[config.mk]
export PLATFORM = sky130hd
export DESIGN_NAME = dmem_arbiter
export DESIGN_NICKNAME = d
export VERILOG_FILES = /design/src/rtl/dmem_arbiter.sv
export SDC_FILE = /design/constraint.sdc
export NUM_CORES = 1
export LEC_CHECK = 0
export CAP_MARGIN = 20
export CORE_MARGIN = 10
export CORE_UTILIZATION = 34
export DETAILED_ROUTE_END_ITERATION = 10
export PLACE_DENSITY = 0.92
export SLEW_MARGIN = 20
export SYNTH_ARGS = -nofsm -noshare
export SYNTH_HDL_FRONTEND = slang
export SYNTH_SLANG_ARGS = --single-unit
[constraint.sdc]
create_clock -name clk -period 4.2 [get_ports clk]
set_clock_uncertainty 0.15 [all_clocks]
set_input_delay 0.84 -clock clk [delete_from_list [all_inputs] [get_ports clk]]
set_output_delay 0.84 -clock clk [all_outputs]
set_load 0.02 [all_outputs]
[src/rtl/dmem_arbiter.sv]
// dmem_arbiter
//   Two-port arbiter in front of a single-ported data memory. Port 0 is the
//   CPU, port 1 is the debug/DMA path. Each grant lasts exactly one cycle and
//   a port is never granted twice in a row, so a waiting port always gets the
//   next slot.
//
// Configuration macro
//   DMEM_ARB_RR_EN  defined   : a tie seen in IDLE goes to the port that was
//                               not served last (round-robin).
//                   undefined : a tie seen in IDLE always goes to port 0.
//
// Ports
//   clk, rst                   clock, asynchronous active-high reset
//   req0/1, we0/1              request and write strobe per port
//   addr0/1, wdata0/1          byte address and write data per port
//   ack0/1                     high for the single cycle the port is served
//   rdata0/1                   read data, forced to 0 when not acked
//   mem_we, mem_addr,
//   mem_datain                 memory command (registered)
//   mem_dataout                combinational read data from the memory
//   gcnt0/1                    completed grant counters, wrap at 2^CW
//
// state  | meaning
// IDLE   | no transaction on the memory bus
// SERVE0 | port 0 owns the memory for this cycle
// SERVE1 | port 1 owns the memory for this cycle

module dmem_arbiter #(
   parameter int AW = 32,
   parameter int DW = 32,
   parameter int CW = 16
) (
   input  logic          clk,
   input  logic          rst,
   input  logic          req0,
   input  logic          we0,
   input  logic [AW-1:0] addr0,
   input  logic [DW-1:0] wdata0,
   input  logic          req1,
   input  logic          we1,
   input  logic [AW-1:0] addr1,
   input  logic [DW-1:0] wdata1,
   output logic          ack0,
   output logic [DW-1:0] rdata0,
   output logic          ack1,
   output logic [DW-1:0] rdata1,
   output logic          mem_we,
   output logic [AW-1:0] mem_addr,
   output logic [DW-1:0] mem_datain,
   input  logic [DW-1:0] mem_dataout,
   output logic [CW-1:0] gcnt0,
   output logic [CW-1:0] gcnt1
);

`ifdef DMEM_ARB_RR_EN
   localparam bit RR_EN = 1'b1;
`else
   localparam bit RR_EN = 1'b0;
`endif

   typedef enum logic [1:0] {
      IDLE   = 2'd0,
      SERVE0 = 2'd1,
      SERVE1 = 2'd2
   } state_t;

   state_t state;
   state_t state_nxt;
   state_t tie_pick;
   logic   last;     // 0 = port 0 served most recently, 1 = port 1

   // With round-robin off, last is still tracked but never steers the tie.
   always_comb begin
      tie_pick = (RR_EN && !last) ? SERVE1 : SERVE0;
   end

   always_comb begin
      state_nxt = IDLE;
      case (state)
         IDLE: begin
            if (req0 && req1)
               state_nxt = tie_pick;
            else if (req0)
               state_nxt = SERVE0;
            else if (req1)
               state_nxt = SERVE1;
            else
               state_nxt = IDLE;
         end
         // A served port always yields for one cycle, so only the other
         // requester can follow directly.
         SERVE0:  state_nxt = req1 ? SERVE1 : IDLE;
         SERVE1:  state_nxt = req0 ? SERVE0 : IDLE;
         default: state_nxt = IDLE;
      endcase
   end

   // Outputs are registered from the next state. Requesters hold their
   // command stable through the ack cycle, so capturing it at the grant edge
   // gives the same values as a combinational pass-through.
   always_ff @(posedge clk or posedge rst) begin
      if (rst) begin
         state      <= IDLE;
         last       <= 1'b1;
         gcnt0      <= '0;
         gcnt1      <= '0;
         ack0       <= 1'b0;
         ack1       <= 1'b0;
         mem_we     <= 1'b0;
         mem_addr   <= '0;
         mem_datain <= '0;
      end else begin
         state <= state_nxt;

         case (state_nxt)
            SERVE0: begin
               ack0       <= 1'b1;
               ack1       <= 1'b0;
               mem_we     <= we0;
               mem_addr   <= addr0;
               mem_datain <= wdata0;
            end
            SERVE1: begin
               ack0       <= 1'b0;
               ack1       <= 1'b1;
               mem_we     <= we1;
               mem_addr   <= addr1;
               mem_datain <= wdata1;
            end
            default: begin
               ack0       <= 1'b0;
               ack1       <= 1'b0;
               mem_we     <= 1'b0;
               mem_addr   <= '0;
               mem_datain <= '0;
            end
         endcase

         // Grant completes at the edge that ends the SERVE cycle.
         if (state == SERVE0) begin
            gcnt0 <= gcnt0 + 1'b1;
            last  <= 1'b0;
         end else if (state == SERVE1) begin
            gcnt1 <= gcnt1 + 1'b1;
            last  <= 1'b1;
         end
      end
   end

   // ack mirrors the SERVE state, so it doubles as the read-data select.
   assign rdata0 = ack0 ? mem_dataout : '0;
   assign rdata1 = ack1 ? mem_dataout : '0;

endmodule
==> run metrics, run 1 <==
R2R Path End=mem_datain[1]$_DFF_PP0_; average cell area after synthesis=12.50 um2; Ys Warns=0; fin crit period=3.108 ns; clock-pin slew on the worst setup and hold paths=around 0.07 ns; Diodes inserted=0; reg-to-reg startpoint=state[0]$_DFF_PP0_; Layout Cells excl Fill=834; final clock period utilization by the worst path=74.01%; critical path's most frequent cell=clkdlybuf4s50_1; # IOs=approximately 330; post-route setup TNS=0 ns; worst hold stages=1; post-route DRC violation count=0; average wire per standard cell=21.66 um; # setup viols final=0; gpl congestion=0.8391; headroom to the max-slew limit=a little under half; TritonCTS clock tree=built; Die Area=about 17000 um2; Core Rows=40; Yosys reg bits=roughly 100; final design area excluding fillers=between 7000 and 8000 um2; # nets final=829; startpoint types=input port; initial antenna violation count=1; total grt overflow=0; Final Hold Fails=0; Cell Area, Synth=around 4300 um2; clk buf depth=2; Cells after Synth=between 300 and 400; Initial Util=a little over a third; pwr dens=about 360 nW/um2; Total GRT Usage=around a fifth; Hold EP=gcnt0[15]$_DFFE_PP0N_; first-pass GRT wire length=~27000 um; Via density=4.801; htree depth=3; Seq/Total Area, Yosys=about three fifths; Worst Hold Margin=~0.32 ns; Die H=132.1 um; # hold bufs at CTS=0; Net Count, Synth=510; Pre-Repair DR Iteration Count=4; P_leak=3.393 nW; Die W=132.1 um; Setup Fix Bufs, Post-CTS=0; FF-to-FF setup slack=2.41 ns; core area=approximately 12000 um2; CTS Buf Count=9; max_cap viols=0; clock sink total=101; RSZ-0062 raised after global routing=no; slowest stage delay, CP=between 0.6 and 0.7 ns; status=finished clean; Min-Delay Startpoint=gcnt0[15]$_DFFE_PP0N_; 1st-iter DRT viols=121; critical path arrival=between 2 and 2.5 ns; critical path required time=3.21 ns; Post-Place Cells=around 820; Routed Wire Length=between 15000 and 20000 um; Crit. End Element=primary output; Clk Latency, worst-skew pair=0.33 ns; maximum VDD drop=between 200 and 300 uV; placed standard-cell area=between 7000 and 8000 um2; critical path class=in -> out; R2R cell count=4; Fillers=between 800 and 900; crit-path cells=clkdlybuf4s50_1 > and2_1 > clkdlybuf4s50_1; Worst Tran Pin Value=between 0.7 and 0.8 ns; fraction of layout instances using a drive strength above 1=under 10%; Max Clk Rate=0.3217 GHz; Max FO, Critical Path=2; post-cts sizing count=0; Hold Crit Class=reg -> reg; via count=around 4000; antenna-violating nets left=0; CTS Root Buffer Type=clkbuf_16; hpwl dp=between 10000 and 15000 um; max-slew violations=0; slowest stage cell on the critical path=clkdlybuf4s50_1; Synth-to-Final Area Change=86.98%; largest net degree at the start of global routing=89; Unique masters post-synth=26; PortBufs=around 330; vias in the first global route=4550
## worst max-delay path, delay by kind of cell
family	cells	cell delay [ns]
buf+inv	2	1.13
simple gates	1	0.14
## per-layer routing
| metal | up-vias | global-route usage [%] | wire [um] |
|---|---|---|---|
| met3 | 18 | 9.985 | 2038 |
| met5 | - | 0 | 13 |
| met2 | 222 | 37.65 | 9712 |
| met1 | 1926 | 18.58 | 6044 |
| met4 | 2 | 5.315 | 257 |
| li1 | 1836 | - | - |
## worst max-delay path by stage
stage | slack, ns | end | start | cells after the start
after floorplan | 0.56 | ack0$_DFF_PP0_ | rst | 1
after global placement | 1.06 | rdata0[14] | mem_dataout[14] | 3
after detailed placement | 1.06 | rdata0[14] | mem_dataout[14] | 3
after CTS | 1.06 | rdata0[14] | mem_dataout[14] | 3
after global routing | 1.03 | rdata0[14] | ack0$_DFF_PP0_ | 2
final | 1.09 | rdata0[31] | mem_dataout[31] | 3
## cell families after synthesis
| family | share of synthesized area (%) |
|---|---|
| simple gates | 17.41 |
| flops | 59.12 |
| compound gates | 13.32 |
| xor+xnor | 6.146 |
| buf+inv | 2.897 |
| mux | 0.5267 |
| fa+ha+maj | 0.5852 |
## per-stage QoR
step / power, mW / utilization (%) / setup slack [ns]
after global routing: 2.997 / 65.73 / 1.034
after CTS: 2.904 / 65.71 / 1.063
after floorplan: 1.541 / - / 0.5629
final: 2.871 / 65.73 / 1.092
after detailed placement: 2.063 / 63.24 / 1.063
after global placement: 2.038 / 63.24 / 1.056
## cell usage in the layout, fill, tap and decap left out, types with 2 or more instances in the layout
cell	netlist	routed
and3_1	5	5
nor2_1	5	5
clkinv_2	0	3
nor3_2	4	4
nor2b_1	3	2
nand4_1	10	10
xor2_1	12	12
inv_6	0	2
ha_1	2	2
clkbuf_16	0	9
buf_4	6	3
xnor2_1	18	18
and2_1	65	65
nand3_1	5	5
and4_1	4	4
nand2_1	9	9
dfrtp_1	101	101
a22o_1	65	65
clkdlybuf4s50_1	0	328
mux2_2	2	2
## registers in the layout, summed over array words and instances, names as in the netlist
signal / count
ack1: 1
mem_addr: 32
gcnt0: 16
state: 2
ack0: 1
mem_we: 1
gcnt1: 16
mem_datain: 32
## cell type report
| class | count | area [um2] | share of cell area [%] |
|---|---|---|---|
| clock inverters | 6 | 61.31 | 0.7669 |
| clock buffers | 10 | 239.0 | 2.990 |
| multi-input cells | 216 | 1638 | 20.49 |
| repair buffers | 331 | 3306 | 41.35 |
| well taps | 168 | 210.2 | 2.630 |
| inverters | 2 | 12.51 | 0.1565 |
| flip-flops and latches | 101 | 2527 | 31.62 |
## Yosys cell counts
library cell | count | share of area [%]
a22o_1 | 65 | 13
and2_1 | 65 | 9.5
and2b_1 | 1 | 0.18
and3_1 | 5 | 0.73
and4_1 | 4 | 0.82
and4b_1 | 1 | 0.23
buf_2 | 6 | 0.70
buf_4 | 6 | 1.1
clkbuf_1 | 11 | 0.97
dfrtp_1 | 101 | 59
ha_1 | 2 | 0.59
inv_1 | 2 | 0.18
mux2_2 | 2 | 0.53
nand2_1 | 9 | 0.79
nand3_1 | 5 | 0.59
nand3b_1 | 1 | 0.18
nand4_1 | 10 | 1.5
nand4_4 | 1 | 0.50
nor2_1 | 5 | 0.44
nor2b_1 | 3 | 0.44
nor3_2 | 4 | 0.94
nor3b_1 | 1 | 0.18
nor3b_2 | 1 | 0.29
or2_1 | 1 | 0.15
xnor2_1 | 18 | 3.7
xor2_1 | 12 | 2.5
## power breakdown
group | switching (mW) | internal (mW) | leakage (nW)
Clock | 0.356 | 0.477 | 0.149
Combinational | 0.398 | 0.465 | 1.93
Sequential | 0.0975 | 1.08 | 1.31
Total | 0.852 | 2.02 | 3.39
Note: power is estimated with default switching activity, not from simulation.
==> run 2, diff against run 1 <==
--- a/config.mk
+++ b/config.mk
@@ -7,9 +7,9 @@
 export LEC_CHECK = 0
 export CAP_MARGIN = 20
 export CORE_MARGIN = 10
-export CORE_UTILIZATION = 34
+export CORE_UTILIZATION = 31
 export DETAILED_ROUTE_END_ITERATION = 10
-export PLACE_DENSITY = 0.92
+export PLACE_DENSITY = 0.89
 export SLEW_MARGIN = 20
 export SYNTH_ARGS = -nofsm -noshare
 export SYNTH_HDL_FRONTEND = slang
==> constraint.sdc (replaced) <==
create_clock -name clk -period 2.5 [get_ports clk]
set_clock_uncertainty 0.15 [all_clocks]
set_input_delay 0.5 -clock clk [delete_from_list [all_inputs] [get_ports clk]]
set_output_delay 0.5 -clock clk [all_outputs]
set_load 0.02 [all_outputs]
==> run 2 against run 1 <==
  * Sequential power grew 68%
  * Power grew 69%
  * Die area grew 8.2%
  * Sequential cell count is the same
  * Highest routed layer is now met4
==> run metrics, run 2 (synthesis gave the netlist of run 1 again) <==
TritonCTS clock tree=built; post-route DRC violation count=0; antenna-violating nets left=0; Logic pwr share=between 30 and 40%; htree depth=3; Seq pwr share=roughly 41%; Die Area=18890 um2; P_leak=about 3.4 nW; Via density=roughly 4.8; startpoint types=input port; fin crit period=around 2.4 ns; first-pass GRT wire length=~27000 um; Final Hold Fails=0; Clk Latency, worst-skew pair=0.34 ns; PortBufs=between 300 and 400; fraction of layout instances using a drive strength above 1=around 5.4%; Total GRT Usage=around a fifth; Diodes inserted=0; largest net degree at the start of global routing=~70; Routed Wire Length=around 18000 um; via count=4025; Die W=~140 um; core area=13400 um2; Initial Util=between 30% and 40%; initial antenna violation count=0; Pre-Repair DR Iteration Count=4; gpl congestion=about 0.96; Synth-to-Final Area Change=90.14%; Core Rows=42; Hold Crit Class=reg -> reg; RSZ-0062 raised after global routing=no; post-route setup TNS=0 ns; max_cap viols=0; Crit. End Element=primary output; clock sink total=101; P_sw=approximately 1.4 mW; headroom to the max-slew limit=approximately two thirds; 1st-iter DRT viols=roughly 200; CTS Root Buffer Type=clkbuf_16; CTS Buf Count=9; critical path required time=approximately 1.9 ns; pwr dens=595.3 nW/um2; vias in the first global route=approximately 4500; most frequent cells in the layout=clkdlybuf4s50_1, dfrtp_1, a22o_1, and2_1, xnor2_1; Worst Tran Pin Value=0.4835 ns; final clock period utilization by the worst path=roughly 97%; # nets final=around 830; critical path class=in -> out; Max Clk Rate=around 0.41 GHz; clock-pin slew on the worst setup and hold paths=~0.060 ns; clk buf depth=2; Internal=3.396 mW; total grt overflow=0; status=finished clean; Die H=137.4 um; average wire per standard cell=about 22 um; most common cell after layout, fill and taps aside=clkdlybuf4s50_1; largest registers=mem_addr: 32 flops, mem_datain: 32 flops; maximum VDD drop=333.2 uV; switch share=29.82%; max-slew violations=0; # hold bufs at CTS=0; Final Util=between 60% and 70%; # setup viols final=0; critical path arrival=about 1.8 ns; Clock power frac=roughly 28%; Max FO, Critical Path=2; hpwl dp=about 15000 um; # IOs=approximately 330
run 2: cell types whose count changed in the layout (fill, tap and decap cells not counted), sizes merged:
cell,previous run,this run
inv,3,2
clkinvlp,1,2
clkinv,3,2
buf,3,12
clkdlybuf4s50,328,323
clkbuf,10,11
run 2: final cells by class:
type	count	area [um2]
tap	176	220.2
clock inverter	5	60.06
multi-input combinational	216	1638
timing repair buffer	335	3440
fill	1048	5271
clock buffer	11	232.7
inverter	2	11.26
sequential	101	2527
run 2: worst max-delay path, cell delays in order:
cell	delay (ns)
clkdlybuf4s50_1	0.53
and2_1	0.15
clkdlybuf4s50_1	0.60
run 2: final timing paths:
check                                            from                       end  slack (ns)  cells after the start
worst max register to register     state[1]$_DFF_PP0_     gcnt0[14]$_DFFE_PP0N_        0.75                      4
worst min-delay path            gcnt1[15]$_DFFE_PP0P_     gcnt1[15]$_DFFE_PP0P_        0.32                      1
max in group asynchronous                         rst  mem_datain[20]$_DFF_PP0_        1.27                      3
worst max-delay path                  mem_dataout[13]                rdata0[13]        0.07                      3
worst min register to register  gcnt1[15]$_DFFE_PP0P_     gcnt1[15]$_DFFE_PP0P_        0.32                      1
min in group asynchronous                         rst  mem_datain[26]$_DFF_PP0_        0.38                      2
run 2: power groups by stage:
stage / clock network (mW) / logic, mW / registers, mW
CTS: 1.41 / 1.53 / 1.96
floorplan: 0 / 0.401 / 2.19
detailed placement: 0 / 1.52 / 1.99
global route: 1.48 / 1.60 / 1.99
global placement: 0 / 1.50 / 1.98
finish: 1.37 / 1.50 / 1.96
run 2: stage by stage:
stage                     cells  power, mW  instance area [um2]  setup WS, ns  hold WS (ns)
after detailed placement    830      3.518                 7833       0.04796        0.3144
after floorplan             342      2.588                 4279        0.6464        0.3074
after CTS                   846      4.906                 8125       0.04317        0.3247
after global placement      830      3.473                 7833       0.04453        0.3108
final                       846      4.839                 8129       0.06716        0.3226
after global routing        846      5.069                 8129       0.01690        0.3484
run 2: repair_timing:
| action | CTS | global route |
|---|---|---|
| buffers inserted | 0 | 0 |
| gates resized for setup | 0 | 1 |
| setup endpoints to repair | 0 | 1 |
run 2: per-layer routing:
metal / track usage, % / vias up / share of wire (%)
met4: 5.913 / 0 / 2.6
met3: 10.74 / 23 / 14
met5: 0 / - / 0
li1: - / 1851 / -
met1: 16.96 / 1910 / 31
met2: 34.65 / 241 / 52
